### config.mk
export PLATFORM = sky130hd
export DESIGN_NAME = nrx_wsg
export DESIGN_NICKNAME = d
export VERILOG_FILES = /design/src/rtl/nrx_wsg.sv
export SDC_FILE = /design/constraint.sdc
export NUM_CORES = 2
export LEC_CHECK = 0
export CAP_MARGIN = 20
export CORE_MARGIN = 2
export CORE_UTILIZATION = 63
export CTS_CLUSTER_SIZE = 16
export DETAILED_ROUTE_END_ITERATION = 12
export PLACE_DENSITY = 0.79
export SYNTH_ARGS = -nofsm -noshare
export SYNTH_HDL_FRONTEND = slang
export SYNTH_SLANG_ARGS = --single-unit
### constraint.sdc
create_clock -name CLK24M -period 6.45 [get_ports CLK24M]
set_input_delay 0.9675 -clock CLK24M [delete_from_list [all_inputs] [get_ports CLK24M]]
set_output_delay 0.9675 -clock CLK24M [all_outputs]
set_load 0.05 [all_outputs]
### src/rtl/nrx_wsg.sv
// Namco 3-voice waveform sound generator: nibble register file, three phase
// accumulators, 256x4 waveform RAM and a six-cycle per-sample sequencer.
module nrx_wsg #(
    parameter int DIV = 250
) (
    input  logic       CLK24M,
    input  logic       RESET_N,
    input  logic       PAUSE,
    input  logic       SND_EN,
    input  logic       WR,
    input  logic [4:0] AD,
    input  logic [3:0] DI,
    input  logic       WV_WE,
    input  logic [7:0] WV_AD,
    input  logic [3:0] WV_DT,
    output logic [7:0] SND
);

    localparam int CW = $clog2(DIV);

    logic [CW-1:0] cnt;
    logic [3:0]    regs [32];
    logic [3:0]    wave_ram [256];
    logic [3:0]    rd_q;
    logic [7:0]    p0, p1, p2;
    logic [9:0]    mix;

    logic [19:0] acc0, acc1, acc2;
    logic [19:0] f0, f1, f2;
    logic [2:0]  wave0, wave1, wave2;
    logic [3:0]  vol0, vol1, vol2;

    logic [19:0] acc_cur, f_cur, acc_new;
    logic [2:0]  wave_cur;
    logic [7:0]  rd_addr;

    // Voices 1 and 2 keep only bits [19:4]; their low nibble is hardwired 0.
    assign acc0  = {regs[4], regs[3], regs[2], regs[1], regs[0]};
    assign acc1  = {regs[9], regs[8], regs[7], regs[6], 4'h0};
    assign acc2  = {regs[14], regs[13], regs[12], regs[11], 4'h0};
    assign f0    = {regs[20], regs[19], regs[18], regs[17], regs[16]};
    assign f1    = {regs[25], regs[24], regs[23], regs[22], 4'h0};
    assign f2    = {regs[30], regs[29], regs[28], regs[27], 4'h0};
    assign wave0 = regs[5][2:0];
    assign wave1 = regs[10][2:0];
    assign wave2 = regs[15][2:0];
    assign vol0  = regs[21];
    assign vol1  = regs[26];
    assign vol2  = regs[31];

    always_comb begin
        acc_cur  = acc0;
        f_cur    = f0;
        wave_cur = wave0;
        case (cnt)
            CW'(1): begin
                acc_cur  = acc1;
                f_cur    = f1;
                wave_cur = wave1;
            end
            CW'(2): begin
                acc_cur  = acc2;
                f_cur    = f2;
                wave_cur = wave2;
            end
            default: ;
        endcase
        acc_new = PAUSE ? acc_cur : acc_cur + f_cur;
        rd_addr = {wave_cur, acc_new[19:15]};
    end

    // Sequencer write-back first; a same-cycle CPU write then overrides its nibble.
    always_ff @(posedge CLK24M) begin
        if (!RESET_N) begin
            for (int i = 0; i < 32; i++) regs[i] <= 4'h0;
        end else begin
            if (!PAUSE) begin
                case (cnt)
                    CW'(0): begin
                        regs[0] <= acc_new[3:0];
                        regs[1] <= acc_new[7:4];
                        regs[2] <= acc_new[11:8];
                        regs[3] <= acc_new[15:12];
                        regs[4] <= acc_new[19:16];
                    end
                    CW'(1): begin
                        regs[6] <= acc_new[7:4];
                        regs[7] <= acc_new[11:8];
                        regs[8] <= acc_new[15:12];
                        regs[9] <= acc_new[19:16];
                    end
                    CW'(2): begin
                        regs[11] <= acc_new[7:4];
                        regs[12] <= acc_new[11:8];
                        regs[13] <= acc_new[15:12];
                        regs[14] <= acc_new[19:16];
                    end
                    default: ;
                endcase
            end
            if (WR) regs[AD] <= DI;
        end
    end

    // Read-before-write: a load and a read of the same address return old data.
    always_ff @(posedge CLK24M) begin
        if (WV_WE) wave_ram[WV_AD] <= WV_DT;
        rd_q <= wave_ram[rd_addr];
    end

    assign mix = 10'(p0) + 10'(p1) + 10'(p2);

    always_ff @(posedge CLK24M) begin
        if (!RESET_N) begin
            cnt <= '0;
            p0  <= 8'h00;
            p1  <= 8'h00;
            p2  <= 8'h00;
            SND <= 8'h00;
        end else begin
            cnt <= (cnt == CW'(DIV - 1)) ? '0 : cnt + CW'(1);
            case (cnt)
                CW'(1): p0 <= {4'h0, rd_q} * {4'h0, vol0};
                CW'(2): p1 <= {4'h0, rd_q} * {4'h0, vol1};
                CW'(3): p2 <= {4'h0, rd_q} * {4'h0, vol2};
                CW'(5): if (!PAUSE) SND <= SND_EN ? 8'(mix >> 2) : 8'h00;
                default: ;
            endcase
        end
    end

endmodule

* Word-level counts from Yosys, hierarchy flattened *
Memories as Yosys holds them, arrays and structs flattened. A register that Yosys moved wholly into a read port is not among the register bits.
Cells that the tools add are included.

word-level totals
  register bits = 40
  latch bits = 0
  memory bits (writable) = 1152
  bits in read-only memories = 0
  input bits = 27
  output and inout bits = 8
  logic and storage cells = 109
  memories = 2

cells by class
  $add $sub $neg = 4
  multiply operators = 3
  div/mod/pow operators = 0
  order comparisons = 0
  equal/unequal tests = 13
  shifts and indexed selects = 0
  multiplexer cells = 39
  bitwise operators = 39
  reduce and logical (&&, ||, !) cells = 4

memory list
  memory    depth  bits a word  rd ports  clocked after memory_dff  wr ports  RTL line  RTL
  wave_ram  256    4            1         1                         1         23        logic [3:0] wave_ram [256];
  regs      32     4            32        0                         32        22        logic [3:0] regs [32];

operators by type and width
  cell                                                  number
  one-hot mux 20 bit (2 select lines)                   2
  2-to-1 mux 4 bit                                      14
  equality test 5 bit (first input constant)            8
  multiplier 4 x 4 -> 8 bit                             3
  adder 20 bit                                          1
  2-to-1 mux 20 bit                                     1
  2-to-1 mux 1 bit                                      19
  bitwise AND 1 bit                                     16
  equality test 8 x 2 -> 1 bit (second input constant)  2
  bitwise OR 1 bit                                      13
  adder 9 x 8 -> 10 bit                                 1
  NOT 1 bit                                             10
  adder 8 x 8 -> 9 bit                                  1
  adder 8 x 1 -> 8 bit (second input constant)          1
  equality test 8 x 1 -> 1 bit (second input constant)  1
  equality test 8 x 3 -> 1 bit (second input constant)  1
  equality test 8 bit (second input constant)           1
  logical NOT 8 bit                                     1
  2-to-1 mux 8 bit                                      1
  one-hot mux 3 bit (2 select lines)                    1
  2-to-1 mux 5 bit                                      1
  OR reduction 4 bit                                    1
  AND reduction 2 bit                                   1
  OR reduction 2 bit                                    1

* Logic depth before layout (Yosys ltp) *
  word-level depth = 7
  mapped depth = 27
  depth with buffers taken out = 18

* Least setup slack after synthesis *
Ideal clock, no wire load.

  path kind = flip-flop to flip-flop
  start point = register cnt[0]
  end point = register rd_q[2], read port of wave_ram
  setup time = 92 ps
  data arrival time = 5075 ps
  required time = 6358 ps
  path slack = 1283 ps
  cell stages (with the launch flop) = 24
  path buffers = 7
  period minus slack after synthesis = 5167 ps
  cells stage by stage = dfxtp_1 -> ha_1 -> clkbuf_1 -> and3_1 -> clkbuf_1 -> clkbuf_1 -> buf_1 -> a22oi_1 -> nand2_1 -> ha_1 -> buf_2 -> a2111oi_0 -> o21ai_0 -> nand3_1 -> mux2i_1 -> nor2_4 -> buf_6 -> buf_2 -> o211ai_1 -> o22ai_1 -> or4_1 -> a22oi_1 -> o211ai_1 -> nor4_1

on the way
  word-level cells in the longest chain between the ends = 4
  elaborated cells on any way between the ends = 7
  classes of those cells = 1 x add/sub; 2 x eq/ne; 4 x mux

RTL lines
  what                                                                                 RTL line  RTL
  start: declaration                                                                   21        logic [CW-1:0] cnt;
  start signal: assignment                                                             121       cnt <= (cnt == CW'(DIV - 1)) ? '0 : cnt + CW'(1);
  equality test 8 x 2 -> 1 bit / equality test 8 x 1 -> 1 bit (equally long branches)  55        case (cnt)
  one-hot mux 20 bit (2 select lines)                                                  55
  adder 20 bit                                                                         68        acc_new = PAUSE ? acc_cur : acc_cur + f_cur;
  2-to-1 mux 20 bit                                                                    68
  end: declaration                                                                     24        logic [3:0] rd_q;

Parallel ways exist; a longest one is shown, timed or not.
A chain may end at the register's enable or synchronous reset.

* Final worst setup path *
  start point = register cnt[1]
  end point = register rd_q[1], read port of wave_ram

Same word-level chain as after synthesis.

==> impl_metrics.yaml <==
critical_path:
  cp-end-kind: "flip-flop"
  cp.arrival_ps: 6830
  reg2regPathDepth: 20
  rrSetupSlack_ps: 230
  worstReg2RegStart: "cnt[1]"
  crit_path_start_kind: "flip-flop"
  crit_path_max_fanout: 21
  r2r_end: "rd_q[1]"
  worstSetupPathType: "reg -> reg"
  cp_data_required_time_ps: 7060
grt:
  grt_pass1_wl_microns: 209000
  grt_pass1_vias: 35500
  grt_max_degree: 154
  gr-usage-all-layers_pct: 31.4
  grt_overflow: 0
  antenna_found_initial: 0
floorplan:
  fp.coreArea_sq_um: 84900
  die_y_microns: 296
  die_w_microns: 296
  start_util_pct: 63.4
  io_pins: 35
  placementRows: 107
  die_area_sq_um: 87800
power:
  irDropWorstVdd_mv: 0.344
  powerDensity_nw_per_um2: 355
  p_sw_mw: 6.50
  p_int_mw: 14.6
  pwr-share-clk_pct: 33.2
  combPwrFrac_pct: 25.4
  pwr-share-seq_pct: 41.4
  swShare_pct: 30.9
  p_leak_nw: 20.3
timing:
  setup_viol: 0
  worst_pin_slew_ps: 1110
  slew_viol_final: 0
  fin_tns_setup_ps: 0
  skew_ps: 30.6
  period_minus_slack_ps: 6220
  max-slew-margin-rel_pct: 25.9
  timing.fmax_mhz: 161
  fin_crit_sh_pct: 96.4
  layout_setup_ws_ps: 234
  rsz0062_at_grt: "false"
  hold_violations: 0
logic_synthesis:
  syn_area_per_cell_sq_um: 12.4
  synth_seq_area_share_pct: 65.7
  synth_xor_area_share_pct: 0.586
  synth_compound_area_share_pct: 14.6
  synthArstFlopShare_pct: 0
  ys_ff_latch: 1193
  synthMuxAreaShare_pct: 3.80
  ys.flop_type: "edfxtp_1"
  synth_edf_count: 1149
  synth_top_family_by_area: "compound AO/OA/AOI/OAI gates"
  synthAdderAreaFrac_pct: 2.31
  synth.distinct_cells: 71
  synth_simple_gate_area_share_pct: 10.1
  synth.net_count: 4446
  ys_warn_count: 0
  synthCells: 4332
  syn_area_sq_um: 53800
cells_and_area:
  area_growth_pct: 10.2
  drive_gt1_share_pct: 8.91
  fin_nets: 4370
placed_design:
  gp_congestion: 0.902
  io_buffers: 34
  dpl_worst_slack_ps: 22.1
  dp_hpwl_microns: 81800
clock_network:
  cts.reportedPaths.clkPinSlew_ps: 70
  clockRootBuffer: "clkbuf_16"
  clockBufferDepth: 3
  clkLatencyLatePin_ps: 720
  cts_made_buffers: 116
  cts_hold_buffers: 0
  cts_tree: "done"
  cts_htree_levels: 3
  numClockSinks: 1193
route:
  post_drt_via_cell_ratio: 6.73
  wl_met3_microns: 15300
  num_vias: 37000
  top_layer: "met4"
  dr.pass1.iters: 5
  drtIter0Drc: 5005
  ant_nets: 0
  totalWireLength_microns: 139000
  met1_length_microns: 52200
  drc: 0
  wl_met2_microns: 64600
  wl_per_cell_microns: 25.3
run_status:
  status: "finished, final reports clean"
flow_run:
  cap_viol_max_count: 0
min_path:
  min_from: "SND[6]"
  min_path_cells: 2
  hp-class: "reg -> reg"
  hold_end: "SND[6]"
[worst max-delay path, cell delays in order (launching register included)]
cell      delay (ps)
dfxtp_1          340
inv_1            100
ha_2             350
o211ai_4         210
buf_4            250
and2_1           170
ha_1             240
fa_1             490
a211oi_1         270
o211a_1          240
o21ai_1          160
a2111o_1         410
o211ai_1         290
nor2_1           190
nand2_1          210
buf_4            410
o22ai_1          240
or4_1            570
a22oi_1          390
o221ai_1         330
nor3_1           260
[Yosys cell counts, types with 18 or more instances]
library cell | count | area, sq um
a21boi_0 | 20 | 150
a21o_1 | 174 | 1310
a21oi_1 | 551 | 2760
a221oi_1 | 64 | 561
a22oi_1 | 38 | 285
a32oi_1 | 31 | 272
and2_1 | 128 | 801
buf_1 | 34 | 128
buf_2 | 105 | 526
clkbuf_1 | 165 | 619
dfxtp_1 | 44 | 881
edfxtp_1 | 1149 | 34500
fa_1 | 21 | 420
ha_1 | 66 | 826
inv_1 | 32 | 120
mux2_2 | 65 | 732
mux2i_1 | 131 | 1310
nand2_1 | 415 | 1560
nand3_1 | 158 | 791
nor2_1 | 330 | 1240
nor3_1 | 78 | 390
nor4_1 | 25 | 156
o211ai_1 | 68 | 510
o21ai_0 | 103 | 515
o22ai_1 | 135 | 845
o31ai_1 | 18 | 135
xnor2_1 | 19 | 166
[cell type report]
class | count | area, sq um
diodes | 1 | 2.50
clock inverters | 81 | 926
inverters | 33 | 124
fillers | 5744 | 25600
well taps | 1144 | 1430
flip-flops and latches | 1193 | 35400
multi-input cells | 2785 | 17100
clock buffers | 135 | 3020
repair buffers | 127 | 1370
[sequential cells by signal, indices dropped and copies added, names as in the netlist]
| name | flops |
|---|---|
| p0 | 8 |
| rd_q | 4 |
| regs | 125 |
| cnt | 8 |
| SND | 8 |
| wave_ram | 1024 |
| p1 | 8 |
| p2 | 8 |
[power groups by stage]
stage               sequential (mW)  clock (mW)  combinational, mW
CTS                            8.73        7.02               5.22
global placement               8.89           0               5.05
detailed placement             8.89           0               5.16
finish                         8.73        7.00               5.34
global route                   8.74        7.32               5.77
floorplan                      8.80           0               3.68
[metrics by stage]
stage / hold slack, ps / util, % / instance area (sq um) / power, mW / std cells
6_report: 462 / 69.9 / 59300 / 21.1 / 5499
5_1_grt: 504 / 69.9 / 59300 / 21.8 / 5498
4_1_cts: 464 / 69.8 / 59200 / 21.0 / 5491
2_1_floorplan: 441 / - / 53800 / 12.5 / 4332
3_3_place_gp: 451 / 65.1 / 55200 / 13.9 / 5272
3_5_place_dp: 456 / 65.1 / 55200 / 14.0 / 5272
[cell families (layout without fill, tap and decap cells)]
logic type                 Yosys count  in the layout
xor gates and xnor gates            36             36
AOI/OAI and AO/OA                 1258           1259
adders and majority gates           87             87
and+or+nand+nor                   1207           1207
buffers and inverters              355            376
DFF                               1193           1193
other                                0              1
muxes                              196            196
[metal layers]
| layer | global-route usage (%) | vias to the layer above |
|---|---|---|
| met3 | 6.20 | 438 |
| met5 | 0 | - |
| met4 | 14.9 | 0 |
| met2 | 49.6 | 2406 |
| met1 | 42.4 | 17900 |
| li1 | - | 16200 |
[how the worst max path moves through the flow]
stage	slack, ps	cells after the start	to	startpoint
6_report	230	20	rd_q[1]	cnt[1]
2_1_floorplan	1280	23	rd_q[2]	cnt[0]
3_3_place_gp	180	20	rd_q[3]	cnt[0]
5_1_grt	20	20	rd_q[0]	cnt[1]
3_5_place_dp	20	21	rd_q[0]	cnt[0]
4_1_cts	20	20	rd_q[1]	cnt[1]
[cell usage in the layout, fill, tap and decap left out, drive strengths merged, types with 12 or more instances in the layout]
cell type / Yosys / layout
a21boi: 20 / 20
o211ai: 70 / 71
a32oi: 31 / 31
clkbuf: 165 / 139
and2: 128 / 128
inv: 33 / 39
ha: 66 / 66
dfxtp: 44 / 44
a22oi: 38 / 38
mux2i: 131 / 131
o31ai: 19 / 19
o22ai: 135 / 135
nor3: 78 / 78
a21o: 175 / 175
fa: 21 / 21
nor2: 331 / 331
nor4: 26 / 26
xor2: 17 / 17
clkinv: 0 / 46
nor2b: 16 / 16
clkinvlp: 0 / 12
o21ai: 105 / 105
edfxtp: 1149 / 1149
buf: 157 / 95
bufinv: 0 / 17
a221oi: 65 / 65
mux2: 65 / 65
nand2: 418 / 418
a21oi: 552 / 552
xnor2: 19 / 19
nand3: 158 / 158
clkdlybuf4s50: 0 / 28
[timing repair]
| item | 4_1_cts | 5_1_grt |
|---|---|---|
| pin swaps | 3 | 3 |
| cloned | 0 | 1 |
| setup endpoints to repair | 3 | 4 |
| buffers inserted | 3 | 5 |
| resized for setup | 2 | 8 |
Power figures use the tool's default switching activity.
